===== src/rtl/cache_mshr_fill_ctrl_if.sv =====
// Signal bundle between the MSHR fill controller and its neighbours:
// MSHR head, cache bank (victim read / fill write) and the memory request port.
interface cache_mshr_fill_ctrl_if #(
    parameter int ADDR_W      = 32,
    parameter int WORD_W      = 32,
    parameter int BLOCK_WORDS = 4,
    parameter int UUID_W      = 8
);
    // MSHR head entry
    logic                            mshr_valid;
    logic [UUID_W-1:0]               mshr_uuid;
    logic [ADDR_W-1:0]               mshr_block_addr;
    logic [BLOCK_WORDS-1:0]          mshr_write_status;
    logic [BLOCK_WORDS*WORD_W-1:0]   mshr_write_block;
    logic                            bank_empty;

    // Cache bank victim view and fill port
    logic                            victim_dirty;
    logic [ADDR_W-1:0]               victim_addr;
    logic [BLOCK_WORDS*WORD_W-1:0]   victim_block;
    logic                            fill_valid;
    logic                            fill_ready;
    logic [ADDR_W-1:0]               fill_addr;
    logic [BLOCK_WORDS*WORD_W-1:0]   fill_block;
    logic                            fill_dirty;

    // Memory request / response port
    logic                            mem_req_valid;
    logic                            mem_req_ready;
    logic                            mem_req_rw;
    logic [ADDR_W-1:0]               mem_req_addr;
    logic [WORD_W-1:0]               mem_req_data;
    logic                            mem_resp_valid;
    logic [WORD_W-1:0]               mem_resp_data;

    // Completion
    logic                            done_valid;
    logic [UUID_W-1:0]               done_uuid;

    modport master (
        input  mshr_valid, mshr_uuid, mshr_block_addr, mshr_write_status, mshr_write_block,
        output bank_empty,
        input  victim_dirty, victim_addr, victim_block,
        output fill_valid, fill_addr, fill_block, fill_dirty,
        input  fill_ready,
        output mem_req_valid, mem_req_rw, mem_req_addr, mem_req_data,
        input  mem_req_ready, mem_resp_valid, mem_resp_data,
        output done_valid, done_uuid
    );

    modport slave (
        output mshr_valid, mshr_uuid, mshr_block_addr, mshr_write_status, mshr_write_block,
        input  bank_empty,
        output victim_dirty, victim_addr, victim_block,
        input  fill_valid, fill_addr, fill_block, fill_dirty,
        output fill_ready,
        input  mem_req_valid, mem_req_rw, mem_req_addr, mem_req_data,
        output mem_req_ready, mem_resp_valid, mem_resp_data,
        input  done_valid, done_uuid
    );
endinterface


===== src/rtl/cache_mshr_fill_ctrl.sv =====
// Services the MSHR head miss: optional dirty-victim writeback, word-by-word block
// read, store-word merge, bank fill and head pop. One miss in flight at a time.
module cache_mshr_fill_ctrl #(
    parameter int ADDR_W      = 32,
    parameter int WORD_W      = 32,
    parameter int BLOCK_WORDS = 4,
    parameter int UUID_W      = 8
) (
    input logic                    CLK,
    input logic                    nRST,
    cache_mshr_fill_ctrl_if.master bus
);
    localparam int                BEAT_W     = $clog2(BLOCK_WORDS);
    localparam logic [BEAT_W-1:0] LAST_BEAT  = BEAT_W'(BLOCK_WORDS - 1);
    localparam logic [ADDR_W-1:0] WORD_BYTES = ADDR_W'(WORD_W / 8);

    typedef enum logic [2:0] {
        S_IDLE,
        S_WB,
        S_RD_REQ,
        S_RD_DATA,
        S_FILL,
        S_POP
    } state_e;

    typedef logic [BLOCK_WORDS-1:0][WORD_W-1:0] block_t;

    state_e                 state_q,        state_d;
    logic [BEAT_W-1:0]      beat_q,         beat_d;
    logic [UUID_W-1:0]      uuid_q,         uuid_d;
    logic [ADDR_W-1:0]      block_addr_q,   block_addr_d;
    logic [BLOCK_WORDS-1:0] write_status_q, write_status_d;
    block_t                 write_block_q,  write_block_d;
    logic [ADDR_W-1:0]      victim_addr_q,  victim_addr_d;
    block_t                 victim_block_q, victim_block_d;
    block_t                 fill_q,         fill_d;

    // Next-state and datapath update.
    always_comb begin
        // NOTE: every _d gets its hold value first so no path through this block can infer a latch.
        state_d        = state_q;
        beat_d         = beat_q;
        uuid_d         = uuid_q;
        block_addr_d   = block_addr_q;
        write_status_d = write_status_q;
        write_block_d  = write_block_q;
        victim_addr_d  = victim_addr_q;
        victim_block_d = victim_block_q;
        fill_d         = fill_q;

        case (state_q)
            S_IDLE: begin
                if (bus.mshr_valid) begin
                    uuid_d         = bus.mshr_uuid;
                    block_addr_d   = bus.mshr_block_addr;
                    write_status_d = bus.mshr_write_status;
                    write_block_d  = bus.mshr_write_block;
                    beat_d         = '0;
                    if (bus.victim_dirty) begin
                        victim_addr_d  = bus.victim_addr;
                        victim_block_d = bus.victim_block;
                        state_d        = S_WB;
                    end else begin
                        state_d        = S_RD_REQ;
                    end
                end
            end

            // mem_req_valid is constant-high here, so ready alone completes a beat.
            S_WB: begin
                if (bus.mem_req_ready) begin
                    beat_d = beat_q + BEAT_W'(1);
                    if (beat_q == LAST_BEAT) begin
                        state_d = S_RD_REQ;
                    end
                end
            end

            S_RD_REQ: begin
                if (bus.mem_req_ready) begin
                    beat_d  = '0;
                    state_d = S_RD_DATA;
                end
            end

            // Merge happens as each word lands, so fill_q is final on entry to FILL.
            S_RD_DATA: begin
                if (bus.mem_resp_valid) begin
                    fill_d[beat_q] = write_status_q[beat_q] ? write_block_q[beat_q]
                                                            : bus.mem_resp_data;
                    beat_d = beat_q + BEAT_W'(1);
                    if (beat_q == LAST_BEAT) begin
                        state_d = S_FILL;
                    end
                end
            end

            S_FILL: begin
                if (bus.fill_ready) begin
                    state_d = S_POP;
                end
            end

            // The MSHR shifts during this cycle; its valid is not looked at until IDLE.
            S_POP: begin
                state_d = S_IDLE;
            end

            default: begin
                state_d = S_IDLE;
            end
        endcase
    end

    // Outputs are decoded from state and latched data only.
    always_comb begin
        bus.bank_empty    = 1'b0;
        bus.done_valid    = 1'b0;
        bus.done_uuid     = '0;
        bus.mem_req_valid = 1'b0;
        bus.mem_req_rw    = 1'b0;
        bus.mem_req_addr  = '0;
        bus.mem_req_data  = '0;
        bus.fill_valid    = 1'b0;
        bus.fill_addr     = '0;
        bus.fill_block    = '0;
        bus.fill_dirty    = 1'b0;

        case (state_q)
            S_WB: begin
                bus.mem_req_valid = 1'b1;
                bus.mem_req_rw    = 1'b1;
                bus.mem_req_addr  = victim_addr_q + ADDR_W'(beat_q) * WORD_BYTES;
                bus.mem_req_data  = victim_block_q[beat_q];
            end
            S_RD_REQ: begin
                bus.mem_req_valid = 1'b1;
                bus.mem_req_addr  = block_addr_q;
            end
            S_FILL: begin
                bus.fill_valid = 1'b1;
                bus.fill_addr  = block_addr_q;
                bus.fill_block = fill_q;
                bus.fill_dirty = |write_status_q;
            end
            S_POP: begin
                bus.bank_empty = 1'b1;
                bus.done_valid = 1'b1;
                bus.done_uuid  = uuid_q;
            end
            default: begin
            end
        endcase
    end

    // NOTE: the block-wide data registers are reset too, so an aborted miss leaves no stale words visible.
    always_ff @(posedge CLK or negedge nRST) begin
        if (!nRST) begin
            state_q        <= S_IDLE;
            beat_q         <= '0;
            uuid_q         <= '0;
            block_addr_q   <= '0;
            write_status_q <= '0;
            write_block_q  <= '0;
            victim_addr_q  <= '0;
            victim_block_q <= '0;
            fill_q         <= '0;
        end else begin
            // NOTE: non-blocking assignments so every register samples the pre-edge values.
            state_q        <= state_d;
            beat_q         <= beat_d;
            uuid_q         <= uuid_d;
            block_addr_q   <= block_addr_d;
            write_status_q <= write_status_d;
            write_block_q  <= write_block_d;
            victim_addr_q  <= victim_addr_d;
            victim_block_q <= victim_block_d;
            fill_q         <= fill_d;
        end
    end
endmodule


===== src/flat_wrapper.sv =====
// flat-port wrapper written by rule: the top's interface ports become plain ports
module cache_mshr_fill_ctrl_flat 
#(
    parameter int ADDR_W      = 32,
    parameter int WORD_W      = 32,
    parameter int BLOCK_WORDS = 4,
    parameter int UUID_W      = 8
)
  (CLK, nRST, bus_mshr_valid, bus_mshr_uuid, bus_mshr_block_addr, bus_mshr_write_status, bus_mshr_write_block, bus_bank_empty, bus_victim_dirty, bus_victim_addr, bus_victim_block, bus_fill_valid, bus_fill_addr, bus_fill_block, bus_fill_dirty, bus_fill_ready, bus_mem_req_valid, bus_mem_req_rw, bus_mem_req_addr, bus_mem_req_data, bus_mem_req_ready, bus_mem_resp_valid, bus_mem_resp_data, bus_done_valid, bus_done_uuid);
  cache_mshr_fill_ctrl_if #(.ADDR_W(ADDR_W), .WORD_W(WORD_W), .BLOCK_WORDS(BLOCK_WORDS), .UUID_W(UUID_W)) bus_i ();
  input logic CLK;
  input logic nRST;
  input wire logic [$bits(bus_i.mshr_valid)-1:0] bus_mshr_valid;
  input wire logic [$bits(bus_i.mshr_uuid)-1:0] bus_mshr_uuid;
  input wire logic [$bits(bus_i.mshr_block_addr)-1:0] bus_mshr_block_addr;
  input wire logic [$bits(bus_i.mshr_write_status)-1:0] bus_mshr_write_status;
  input wire logic [$bits(bus_i.mshr_write_block)-1:0] bus_mshr_write_block;
  output wire logic [$bits(bus_i.bank_empty)-1:0] bus_bank_empty;
  input wire logic [$bits(bus_i.victim_dirty)-1:0] bus_victim_dirty;
  input wire logic [$bits(bus_i.victim_addr)-1:0] bus_victim_addr;
  input wire logic [$bits(bus_i.victim_block)-1:0] bus_victim_block;
  output wire logic [$bits(bus_i.fill_valid)-1:0] bus_fill_valid;
  output wire logic [$bits(bus_i.fill_addr)-1:0] bus_fill_addr;
  output wire logic [$bits(bus_i.fill_block)-1:0] bus_fill_block;
  output wire logic [$bits(bus_i.fill_dirty)-1:0] bus_fill_dirty;
  input wire logic [$bits(bus_i.fill_ready)-1:0] bus_fill_ready;
  output wire logic [$bits(bus_i.mem_req_valid)-1:0] bus_mem_req_valid;
  output wire logic [$bits(bus_i.mem_req_rw)-1:0] bus_mem_req_rw;
  output wire logic [$bits(bus_i.mem_req_addr)-1:0] bus_mem_req_addr;
  output wire logic [$bits(bus_i.mem_req_data)-1:0] bus_mem_req_data;
  input wire logic [$bits(bus_i.mem_req_ready)-1:0] bus_mem_req_ready;
  input wire logic [$bits(bus_i.mem_resp_valid)-1:0] bus_mem_resp_valid;
  input wire logic [$bits(bus_i.mem_resp_data)-1:0] bus_mem_resp_data;
  output wire logic [$bits(bus_i.done_valid)-1:0] bus_done_valid;
  output wire logic [$bits(bus_i.done_uuid)-1:0] bus_done_uuid;
  assign bus_i.mshr_valid = bus_mshr_valid;
  assign bus_i.mshr_uuid = bus_mshr_uuid;
  assign bus_i.mshr_block_addr = bus_mshr_block_addr;
  assign bus_i.mshr_write_status = bus_mshr_write_status;
  assign bus_i.mshr_write_block = bus_mshr_write_block;
  assign bus_bank_empty = bus_i.bank_empty;
  assign bus_i.victim_dirty = bus_victim_dirty;
  assign bus_i.victim_addr = bus_victim_addr;
  assign bus_i.victim_block = bus_victim_block;
  assign bus_fill_valid = bus_i.fill_valid;
  assign bus_fill_addr = bus_i.fill_addr;
  assign bus_fill_block = bus_i.fill_block;
  assign bus_fill_dirty = bus_i.fill_dirty;
  assign bus_i.fill_ready = bus_fill_ready;
  assign bus_mem_req_valid = bus_i.mem_req_valid;
  assign bus_mem_req_rw = bus_i.mem_req_rw;
  assign bus_mem_req_addr = bus_i.mem_req_addr;
  assign bus_mem_req_data = bus_i.mem_req_data;
  assign bus_i.mem_req_ready = bus_mem_req_ready;
  assign bus_i.mem_resp_valid = bus_mem_resp_valid;
  assign bus_i.mem_resp_data = bus_mem_resp_data;
  assign bus_done_valid = bus_i.done_valid;
  assign bus_done_uuid = bus_i.done_uuid;
  cache_mshr_fill_ctrl #(.ADDR_W(ADDR_W), .WORD_W(WORD_W), .BLOCK_WORDS(BLOCK_WORDS), .UUID_W(UUID_W)) u_core (.CLK(CLK), .nRST(nRST), .bus(bus_i));
endmodule

===== config.mk =====
export PLATFORM = sky130hd
export DESIGN_NAME = cache_mshr_fill_ctrl_flat
export DESIGN_NICKNAME = d
export VERILOG_FILES = /design/src/rtl/cache_mshr_fill_ctrl_if.sv /design/src/rtl/cache_mshr_fill_ctrl.sv /design/src/flat_wrapper.sv
export SDC_FILE = /design/constraint.sdc
export NUM_CORES = 1
export LEC_CHECK = 0
export ABC_AREA = 0
export CORE_MARGIN = 2
export CORE_UTILIZATION = 40
export DETAILED_ROUTE_END_ITERATION = 10
export GPL_ROUTABILITY_DRIVEN = 0
export PLACE_DENSITY_LB_ADDON = 0.2
export SKIP_LAST_GASP = 1
export SLEW_MARGIN = 20
export SYNTH_ARGS = -nofsm -noshare
export SYNTH_HDL_FRONTEND = slang
export SYNTH_SLANG_ARGS = --single-unit

===== constraint.sdc =====
create_clock -name CLK -period 2.9 [get_ports CLK]
set_input_delay 0.435 -clock CLK [delete_from_list [all_inputs] [get_ports CLK]]
set_output_delay 0.435 -clock CLK [all_outputs]
set_load 0.1 [all_outputs]

== Yosys cells after proc, flatten, opt, wreduce, memory -nomap -nowiden ==
Index checks and enable logic that the tools add are counted.

* $add $sub $neg: 2
* Magnitude comparators: 2
* Equal/unequal tests: 13
* Muxes and demuxes: 34
* Reduce and logical (&&, ||, !) cells: 10

{| class="wikitable"
|+ Operator list
! cell !! number
|-
| two-way mux 32 bit || 6
|-
| binary-select mux 32 bit (select 2 bit) || 2
|-
| bitwise mux 128 bit || 1
|-
| two-way mux 128 bit || 1
|-
| demux 32 bit (select 2 bit) || 1
|-
| case mux 32 bit (2 select lines) || 1
|-
| adder 32 x 4 -> 32 bit || 1
|-
| two-way mux 3 bit || 7
|-
| case mux 3 bit (5 select lines) || 1
|-
| two-way mux 2 bit || 5
|-
| inequality test 2 bit, second input constant || 5
|-
| two-way mux 8 bit || 1
|-
| case mux 2 bit (4 select lines) || 1
|-
| AND reduction 7 bit || 1
|-
| equality test 3 x 2 -> 1 bit, second input constant || 2
|-
| equality test 3 bit, second input constant || 2
|-
| two-way mux 1 bit || 6
|-
| AND reduction 5 bit || 1
|-
| inequality test 2 x 1 -> 1 bit, second input constant || 2
|-
| AND reduction 2 bit || 2
|-
| nonzero test 4 bit || 1
|-
| OR reduction 4 bit || 1
|-
| equality test 3 x 1 -> 1 bit, second input constant || 1
|-
| logical NOT 3 bit || 1
|-
| 8 further kinds || 8
|}

* Bits in registers: 465
* Bits of input ports: 371
* Output and inout port bits: 238

== Longest topological paths before layout ==
Gate-level depths: netlist of run 1.

* Depth after elaboration: 5
* Gate-level depth with buffers: 8
* Depth with buffers taken out: 7

== Least setup slack after synthesis of run 1 ==
No wires, ideal clock.

* Path kind: register -> output
* Start: register u_core.beat_q[0]
* End: output port bus_mem_req_addr[10]
* Arrival: 3.549 ns
* Required time: 2.465 ns
* Setup slack: -1.084 ns
* Stages on the path, launching flop included: 7
* Cell sequence: dfrtp_1 > ha_1 > fa_1 > nand3_1 > nor2_1 > xnor2_1 > o21ai_0

* Word-level cells in the longest chain between the ends: 2

{| class="wikitable"
|+ Ends and longest elaborated chain
! item !! line !! text
|-
| from (decl) || cache_mshr_fill_ctrl.sv:29 || <nowiki>logic [BEAT_W-1:0] beat_q, beat_d;</nowiki>
|-
| from (signal assigned) || cache_mshr_fill_ctrl.sv:171 || <nowiki>beat_q <= beat_d;</nowiki>
|-
| adder 32 x 4 -> 32 bit || cache_mshr_fill_ctrl.sv:133 || <nowiki>bus.mem_req_addr = victim_addr_q + ADDR_W'(beat_q) * WORD_BYTES;</nowiki>
|-
| case mux 32 bit (2 select lines) || cache_mshr_fill_ctrl.sv:129 || <nowiki>case (state_q)</nowiki>
|-
| to (decl) || flat_wrapper.sv:29 || <nowiki>output wire logic [$bits(bus_i.mem_req_addr)-1:0] bus_mem_req_addr;</nowiki>
|}

Every way passes these cells.

== Worst setup path after layout of run 1 ==
* Start: register u_core.beat_q[0]
* End: output port bus_mem_req_addr[16]

The elaborated chain is that of the path after synthesis.

==> results.sh, run 1 <==
export IMPL_initial_core_util=0.406
export IMPL_drc=0
export IMPL_ys_top_cells_by_area="dfrtp_1 (53%), mux2_1 (9.3%), mux2_2 (7.8%)"
export IMPL_violations="setup timing"
export IMPL_setup_ws_ns=-0.196
export IMPL_cts_clk_slew_worst_paths_ns=0.06
export IMPL_clock_sinks=465
export IMPL_post_synth_cell_area_avg_sq_um=13.0
export IMPL_dp_cells=2901
export IMPL_slowest_stage="dfrtp_4"
export IMPL_dieArea_sq_um=56600
export IMPL_rsz0062_at_grt="yes"
export IMPL_portBuffers=608
export IMPL_die_height_um=238
export IMPL_synth_seq_area_share=0.532
export IMPL_grt_overflow_total=0
export IMPL_synthCells=1680
export IMPL_die_w_um=238
export IMPL_final_cells=3033
export IMPL_antenna_found_initial=18
export IMPL_worstSetupPathType="reg2out"
export IMPL_clk_latency_ns=0.61
export IMPL_path_max_fanout=4
export IMPL_path_cells="ha_4 > fa_2 > nand3_4 > nor4_4 > buf_4 > buf_6 > xnor2_2 > o21ai_2 > buf_12"
export IMPL_synth_top_cell_area_share=0.532
export IMPL_gr_usage_all_layers=0.256
export IMPL_cpPeakStageDelay_ns=0.51
export IMPL_ys_ff_latch=465
export IMPL_power_density_nw_per_um2=952
export IMPL_setup_viol=21
export IMPL_pin_count=609
export IMPL_design_area_sq_um=33700
export IMPL_drive_gt1_frac=0.317
export IMPL_cts_root_buf="clkbuf_16"
export IMPL_synth_edff_count=0
export IMPL_dp_slack_ns=0.203
export IMPL_grt_pass1_vias=17500
export IMPL_status="finished, violations left"
export IMPL_syn_area_sq_um=21900
export IMPL_grt_pass1_wl_mm=109
export IMPL_coreArea_sq_um=53900
export IMPL_synth_top_flop_cell="dfrtp_1"
export IMPL_routedWlPerCell_um=23.9
export IMPL_total_power_mw=32.0
export IMPL_dpl_hpwl_mm=52.9
export IMPL_drt_iter0_drc=839
export IMPL_relSlewSlack=0.467
export IMPL_critPathArrivalTime_ns=2.66
export IMPL_area_growth_pct=53.9
export IMPL_async_flop_share=1.00
export IMPL_hold_violations=0
export IMPL_fin_crit_ns=3.10
export IMPL_endpoint_kind="primary output"
export IMPL_placed_cell_area_sq_um=31300
export IMPL_vias_per_cell=5.35
export IMPL_critPathLaunchType="flip-flop"
export IMPL_min_delay_path_class="in2async"
export IMPL_postRouteAntennaNets=0
export IMPL_nets=2665
export IMPL_first_pass_iters=5
export IMPL_syn_nets=2058
export IMPL_leakagePower_nw=15.0
export IMPL_routed_wl_mm=72.5
export IMPL_path_delay_family="adder cells"
export IMPL_cts_path_max_buffers=3
export IMPL_cts_tree="done"
export IMPL_slew_violations=0
export IMPL_drv_cap=0
export IMPL_fin_tns_setup_ns=-2.08
export IMPL_worstMarginPinSlew_ns=0.800
export IMPL_min_period_over_period=1.07
export IMPL_numCtsBuffers=52
export IMPL_fin_skew_ns=0.0233
export IMPL_critPathRequiredTime_ns=2.47
export IMPL_grt_max_degree=83
export IMPL_fmax_ghz=0.323
export IMPL_ys_warn_count=0
export IMPL_ir_worst_vdd_uv=618
export IMPL_ctsHtreeMaxLevel=2
export IMPL_path_buf_inv=3
export IMPL_vias=16200
export IMPL_ys_types=46
export IMPL_fp_row_count=85
export IMPL_synth_area_leader_cell="dfrtp_1"
==> timing repair <==
action / 4_1_cts / 5_1_grt
endpoints found under the setup margin: 146 / 141
pin swaps: 17 / 23
setup buffers: 9 / 16
cloned: 1 / 1
hold buffers: 1 / 0
hold endpoints to repair: 51 / 0
gates resized for setup: 40 / 31
==> metrics by stage <==
| stage | util | hold WS, ns |
|---|---|---|
| 2_1_floorplan | - | 0.139 |
| 3_3_place_gp | 0.580 | 0.452 |
| 3_5_place_dp | 0.580 | 0.451 |
| 4_1_cts | 0.618 | 0.384 |
| 5_1_grt | 0.624 | 0.391 |
| 6_report | 0.624 | 0.384 |
==> worst paths after layout <==
kind                       slack, ns                               endpoint  cells after the start                     startpoint
max in group asynchronous       1.55           u_core.beat_q[0]$_DFFE_PN0P_                      3                           nRST
hold reg to reg                 0.48          u_core.fill_q[22]$_DFFE_PN0P_                      2  u_core.fill_q[22]$_DFFE_PN0P_
setup / recovery               -0.20                   bus_mem_req_addr[16]                      9   u_core.beat_q[0]$_DFFE_PN0P_
setup reg to reg                0.14          u_core.fill_q[96]$_DFFE_PN0P_                      8   u_core.beat_q[0]$_DFFE_PN0P_
hold / removal                  0.38   u_core.write_block_q[46]$_DFFE_PN0P_                      2                           nRST
min in group CLK                0.41  u_core.victim_block_q[35]$_DFFE_PN0P_                      2           bus_victim_block[35]
==> registers in the layout, indices dropped and copies added (netlist names) <==
signal,count
u_core.beat_q,2
u_core.block_addr_q,32
u_core.fill_q,128
u_core.state_q,3
u_core.uuid_q,8
u_core.victim_addr_q,32
u_core.victim_block_q,128
u_core.write_block_q,128
u_core.write_status_q,4
==> power breakdown <==
part | internal (mW) | total, mW | switching [mW]
combinational | 6.35 | 13.8 | 7.40
clock | 4.15 | 6.91 | 2.76
sequential | 9.43 | 11.4 | 1.94
total | 19.9 | 32.0 | 12.1
==> layout make-up <==
type / count / area [sq um]
clock buffer: 73 / 1500
multi-input combinational: 1075 / 9900
fill: 4075 / 20300
antenna: 10 / 25.0
tap: 696 / 871
inverter: 6 / 35.0
sequential: 465 / 11700
clock inverter: 21 / 292
timing repair buffer: 687 / 9390
==> cells by family after synthesis <==
group,synth area share
compound gates,0.0420
xor+xnor,0.0112
fa+ha+maj,0.00435
buf+inv,0.0357
flops,0.532
mux,0.270
simple gates,0.105
==> per-layer routing <==
layer  GRT usage  wire [um]  up-vias
met5           0        126        -
met2       0.448      37200      504
met1       0.297      27400     8272
met3      0.0797       5590      134
met4      0.0854       2210       20
li1            -          -     7288
==> layout by cell type, fill, tap and decap left out, types with 4 or more instances in the layout <==
cell type,instances
dfrtp_1,459
clkdlybuf4s50_1,369
buf_12,257
and3_1,203
mux2_1,180
nand2_1,161
mux2_2,152
o21ai_1,129
mux4_2,64
clkbuf_16,53
buf_4,50
mux2i_4,30
o21ai_2,24
nand4_1,13
clkbuf_8,12
clkinv_2,11
diode_2,10
xor2_2,10
xor2_1,10
clkbuf_1,9
nand3_2,8
nand2_2,7
nor2_1,7
nand3_1,7
bufinv_16,6
buf_6,6
inv_1,5
xnor2_1,5
a22o_1,5
ha_1,4
==> cell usage after synthesis (all sizes together), types with 2 or more instances <==
library cell  count
dfrtp           465
mux2            332
and3            205
nand2           170
o21ai           158
clkbuf           79
mux4             65
buf              55
mux2i            32
xor2             20
nand3            18
nand4            14
nor2             11
xnor2             8
ha                6
inv               6
a22o              5
and2              4
nor2b             4
nor4              4
a21oi             3
nand2b            3
a311oi            2
No activity file was read; power rests on OpenSTA's default activity.
==> inputs of run 2 (changes only) <==
MAX_ROUTING_LAYER = met4   (was default)
TNS_END_PERCENT = 1   (was default)
==> run 2 against run 1 <==
Clock-buffer cell count up 2. Highest routed layer is now met4. The run still ends with setup timing left. Via count is 1.0% lower. Non-clock buffer count down 34. Critical path type unchanged. Final area decreased by 2.0%.
==> results.sh, run 2 (same netlist as run 1, synthesis figures left out) <==
export IMPL_drc=0
export IMPL_grt_pass1_wl_mm=108
export IMPL_design_area_sq_um=33000
export IMPL_clk_latency_ns=0.60
export IMPL_largestRegisters="u_core.fill_q: 128 flops, u_core.victim_block_q: 128 flops, u_core.write_block_q: 128 flops"
export IMPL_cts_root_buf="clkbuf_16"
export IMPL_worstMarginPinSlew_ns=0.910
export IMPL_relSlewSlack=0.394
export IMPL_min_delay_path_class="in2async"
export IMPL_pin_count=609
export IMPL_antenna_found_initial=18
export IMPL_drive_gt1_frac=0.285
export IMPL_setup_ws_ns=-0.135
export IMPL_area_growth_pct=50.8
export IMPL_final_common_cell="dfrtp_1"
export IMPL_placed_cell_area_sq_um=31100
export IMPL_cts_clk_slew_worst_paths_ns=0.06
export IMPL_die_w_um=238
export IMPL_rsz0062_at_grt="yes"
export IMPL_slew_violations=0
export IMPL_routed_wl_mm=71.9
export IMPL_numCtsBuffers=52
export IMPL_final_cells=3008
export IMPL_grt_overflow_total=0
export IMPL_drt_iter0_drc=826
export IMPL_min_period_over_period=1.05
export IMPL_hold_violations=0
export IMPL_die_height_um=238
export IMPL_setup_viol=57
export IMPL_fmax_ghz=0.329
export IMPL_power_density_nw_per_um2=951
export IMPL_fin_crit_ns=3.04
export IMPL_first_pass_iters=7
export IMPL_fin_tns_setup_ns=-4.13
export IMPL_portBuffers=608
export IMPL_initial_core_util=0.406
export IMPL_cts_path_max_buffers=3
export IMPL_endpoint_kind="primary output"
export IMPL_coreArea_sq_um=53900
export IMPL_postRouteAntennaNets=0
export IMPL_cts_tree="done"
export IMPL_worstSetupPathType="reg2out"
export IMPL_leakagePower_nw=14.7
export IMPL_drv_cap=0
export IMPL_critPathLaunchType="flip-flop"
export IMPL_dpl_hpwl_mm=53.2
export IMPL_grt_max_degree=84
export IMPL_ir_worst_vdd_uv=779
export IMPL_violations="setup timing"
export IMPL_vias_per_cell=5.34
export IMPL_most_common_layout_cells="dfrtp_1 (462), clkdlybuf4s50_1 (369), buf_12 (256), and3_1 (205), mux2_1 (180)"
export IMPL_critPathRequiredTime_ns=2.47
export IMPL_dp_cells=2892
export IMPL_path_max_fanout=5
export IMPL_fp_row_count=85
export IMPL_ctsHtreeMaxLevel=2
export IMPL_nets=2631
export IMPL_vias=16100
export IMPL_fin_skew_ns=0.0252
export IMPL_critPathArrivalTime_ns=2.60
export IMPL_routedWlPerCell_um=23.9
export IMPL_dieArea_sq_um=56600
export IMPL_clock_sinks=465
export IMPL_holdWs_ns=0.331
export IMPL_status="finished, violations left"
export IMPL_grt_pass1_vias=17000
export IMPL_gr_usage_all_layers=0.261
run 2: cell types whose count changed in the layout (fill, tap and decap cells not counted), sizes merged:
cell / before / now
clkinvlp: 0 / 3
buf: 316 / 283
clkinv: 13 / 12
clkbuf: 74 / 75
diode: 10 / 17
bufinv: 6 / 4
run 2: power by group:
| part | internal [mW] | total, mW | switching [mW] |
|---|---|---|---|
| clock | 4.01 | 6.73 | 2.72 |
| combinational | 6.11 | 13.3 | 7.20 |
| sequential | 9.43 | 11.3 | 1.90 |
run 2: path summary, 6_finish.rpt:
kind                                               start                               endpoint  slack [ns]  cells after the start
max                         u_core.beat_q[0]$_DFFE_PN0P_                   bus_mem_req_addr[20]       -0.14                      8
min                                                 nRST         u_core.fill_q[105]$_DFFE_PN0P_        0.33                      2
max reg2reg                 u_core.beat_q[1]$_DFFE_PN0P_          u_core.fill_q[45]$_DFFE_PN0P_        0.28                      7
min reg2reg                u_core.fill_q[67]$_DFFE_PN0P_          u_core.fill_q[67]$_DFFE_PN0P_        0.48                      2
max in group asynchronous                           nRST   u_core.victim_addr_q[13]$_DFFE_PN0P_        1.53                      4
min in group CLK                    bus_victim_block[49]  u_core.victim_block_q[49]$_DFFE_PN0P_        0.42                      2
run 2: timing repair:
action                                 in CTS  in global routing
endpoints found under the hold margin      25                  0
hold buffers                                1                  0
gates resized for setup                     5                 15
setup endpoints to repair                  60                 73
buffers inserted                            2                  0
pin swaps                                   4                  6
run 2: critical path: stages, from the launching register on:
cell,delay (ns)
dfrtp_4,0.45
ha_4,0.15
fa_2,0.25
nand3_4,0.10
nor4_4,0.32
nand3_2,0.15
xor2_1,0.17
o21ai_2,0.21
buf_12,0.21
run 2: area by class of cell:
type | count | area, sq um
Multi-Input combinational cell | 1075 | 9600
Inverter | 6 | 25.0
Tap cell | 696 | 871
Antenna cell | 17 | 42.5
Clock inverter | 21 | 220
Sequential cell | 465 | 11600
Clock buffer | 75 | 1530
Fill cell | 4169 | 20900
Timing Repair Buffer | 653 | 9060
run 2: stage by stage:
step / total power, mW / util / setup WS, ns
finish: 31.4 / 0.612 / -0.135
floorplan: 20.1 / - / -0.509
global placement: 24.3 / 0.576 / 0.220
detailed placement: 24.7 / 0.576 / 0.147
CTS: 31.6 / 0.610 / -0.293
global route: 33.0 / 0.612 / -0.238
run 2: routing by layer:
| metal | global-route usage | wire (um) | part of all wire | vias to the layer above |
|---|---|---|---|---|
| met2 | 0.436 | 36300 | 0.51 | 567 |
| met1 | 0.312 | 27800 | 0.39 | 8175 |
| li1 | - | - | - | 7228 |
| met3 | 0.0791 | 6410 | 0.089 | 85 |
| met5 | - | 0 | 0 | - |
| met4 | 0.0602 | 1360 | 0.019 | 0 |
==> inputs of run 3 (changes only) <==
GPL_TIMING_DRIVEN = 0   (was default)
==> run 3 against run 2 <==
The run still ends with setup timing left. Sequential power barely moved. Clock power fell by 4.5%. Global-route usage rose by 2.7 points. Sequential share of layout area rose by 2.9 points. Power fell by 2.5%. Clock-buffer cell count fell by 1.
==> results.sh, run 3 (same netlist as run 1, synthesis figures left out) <==
export IMPL_clk_latency_ns=0.61
export IMPL_dpl_hpwl_mm=60.7
export IMPL_routed_wl_mm=79.3
export IMPL_routedWlPerCell_um=25.5
export IMPL_worstMarginPinSlew_ns=1.05
export IMPL_initial_core_util=0.406
export IMPL_ir_worst_vdd_uv=675
export IMPL_gr_usage_all_layers=0.288
export IMPL_holdWs_ns=0.251
export IMPL_cts_path_max_buffers=3
export IMPL_postRouteAntennaNets=0
export IMPL_vias=16700
export IMPL_fin_skew_ns=0.0162
export IMPL_power_density_nw_per_um2=1000
export IMPL_r2r_cells=8
export IMPL_drive_gt1_frac=0.284
export IMPL_cts_root_buf="clkbuf_16"
export IMPL_r2r_setup_slack_ns=0.17
export IMPL_first_pass_iters=5
export IMPL_crit_path_end="bus_mem_req_addr[15]"
export IMPL_cts_clk_slew_worst_paths_ns=0.06
export IMPL_fillers=4597
export IMPL_critPathRequiredTime_ns=2.47
export IMPL_numCtsBuffers=53
export IMPL_grt_max_degree=95
export IMPL_min_period_over_period=1.10
export IMPL_antenna_found_initial=27
export IMPL_fp_row_count=85
export IMPL_path_max_fanout=9
export IMPL_post_route_util=0.565
export IMPL_critPathArrivalTime_ns=2.75
export IMPL_cpPeakStageDelay_ns=0.51
export IMPL_critPathLaunchType="flip-flop"
export IMPL_dp_cells=2989
export IMPL_status="finished, violations left"
export IMPL_pin_count=609
export IMPL_grt_overflow_total=0
export IMPL_hold_violations=0
export IMPL_slew_violations=0
export IMPL_drc=0
export IMPL_rr_startpoint="u_core.beat_q[1]$_DFFE_PN0P_"
export IMPL_path_cells="ha_1 > a21oi_1 > nor2b_1 > clkbuf_2 > nand4_1 > xor2_1 > o21ai_1 > buf_4"
export IMPL_slowest_stage="dfrtp_2"
export IMPL_drt_iter0_drc=852
export IMPL_vias_per_cell=5.36
export IMPL_drv_cap=0
export IMPL_dieArea_sq_um=56600
export IMPL_coreArea_sq_um=53900
export IMPL_final_common_cell="dfrtp_1"
export IMPL_reg2reg_to="u_core.fill_q[9]$_DFFE_PN0P_"
export IMPL_clock_sinks=465
export IMPL_most_common_layout_cells="dfrtp_1 (462), clkdlybuf4s50_1 (369), and3_1 (204), mux2_1 (180), nand2_1 (170)"
export IMPL_fin_tns_setup_ns=-37.75
export IMPL_grt_pass1_wl_mm=116
export IMPL_worstSetupPathType="reg2out"
export IMPL_endpoint_kind="primary output"
export IMPL_portBuffers=608
export IMPL_leakagePower_nw=14.1
export IMPL_final_cells=3115
export IMPL_nets=2730
export IMPL_area_growth_pct=39.3
export IMPL_ctsHtreeMaxLevel=2
export IMPL_total_power_mw=30.6
export IMPL_setup_ws_ns=-0.287
export IMPL_die_height_um=238
export IMPL_crit_path_start="u_core.beat_q[1]$_DFFE_PN0P_"
export IMPL_cts_tree="done"
export IMPL_setup_viol=234
export IMPL_violations="setup timing"
export IMPL_largestRegisters="u_core.fill_q: 128 flops, u_core.victim_block_q: 128 flops, u_core.write_block_q: 128 flops"
export IMPL_fin_crit_ns=3.19
export IMPL_die_w_um=238
export IMPL_fmax_ghz=0.314
export IMPL_min_delay_path_class="in2async"
export IMPL_relSlewSlack=0.301
export IMPL_rsz0062_at_grt="yes"
export IMPL_grt_pass1_vias=17900
## run 3: cell types whose count changed in the layout (fill, tap and decap cells not counted), moves of 5 or more
cell	before	now
clkdlybuf4s15_2	0	69
o21ai_2	10	5
nand2_1	165	170
o21ai_1	145	150
clkbuf_4	0	18
clkbuf_2	0	20
buf_2	0	67
diode_2	17	28
buf_6	0	24
buf_4	25	111
clkbuf_1	10	63
buf_12	256	5
## run 3: cell type report
type,instances,area (sq um),area share
Antenna cell,28,70.1,0.00230
Buffer,134,842,0.0276
Tap cell,696,871,0.0286
Sequential cell,465,11600,0.382
Clock buffer,74,1530,0.0501
Timing Repair Buffer,617,5860,0.192
Multi-Input combinational cell,1075,9510,0.312
Inverter,6,22.5,0.000739
Clock inverter,20,129,0.00423
## run 3: what timing repair did
item | CTS | global route
hold buffers | 1 | 0
hold endpoints to repair | 103 | 0
resized for setup | 1209 | 33
endpoints found under the setup margin | 332 | 242
pin swaps | 3 | 2
buffers inserted | 3 | 0
## run 3: how the worst min path moves through the flow
stage                                  startpoint                              endpoint  slack [ns]  cells after the start
floorplan                                    nRST          u_core.beat_q[0]$_DFFE_PN0P_        0.14                      0
global placement    u_core.fill_q[18]$_DFFE_PN0P_         u_core.fill_q[18]$_DFFE_PN0P_        0.46                      2
detailed placement                           nRST  u_core.write_block_q[14]$_DFFE_PN0P_        0.27                      1
CTS                                          nRST  u_core.write_block_q[48]$_DFFE_PN0P_        0.22                      2
global route                                 nRST  u_core.write_block_q[48]$_DFFE_PN0P_        0.25                      2
finish                                       nRST  u_core.write_block_q[48]$_DFFE_PN0P_        0.25                      2
## run 3: power by group
| group | switching [mW] | leakage [nW] | internal, mW |
|---|---|---|---|
| clock network | 2.78 | 0.831 | 3.65 |
| logic | 7.59 | 7.41 | 5.43 |
| registers | 1.71 | 5.84 | 9.42 |
## run 3: per-stage QoR
step / cell area [sq um] / setup slack (ns)
after floorplan: 21900 / -0.509
after global placement: 28800 / -19.38
after detailed placement: 29000 / -1.20
after CTS: 30300 / -0.356
after global routing: 30500 / -0.392
final: 30500 / -0.287
## run 3: critical path, delay by kind of cell (launching register included)
kind            cells  cell delay (ns)
compound gates      2             0.30
xor+xnor            1             0.17
fa+ha+maj           1             0.31
buf+inv             2             0.60
flops               1             0.51
simple gates        2             0.27
## run 3: layer usage
metal | track usage | vias to the layer above | wire length (um)
li1 | - | 7464 | -
met1 | 0.328 | 8509 | 30100
met2 | 0.491 | 599 | 40500
met3 | 0.0834 | 112 | 6830
met4 | 0.0865 | 0 | 1930
met5 | - | - | 0
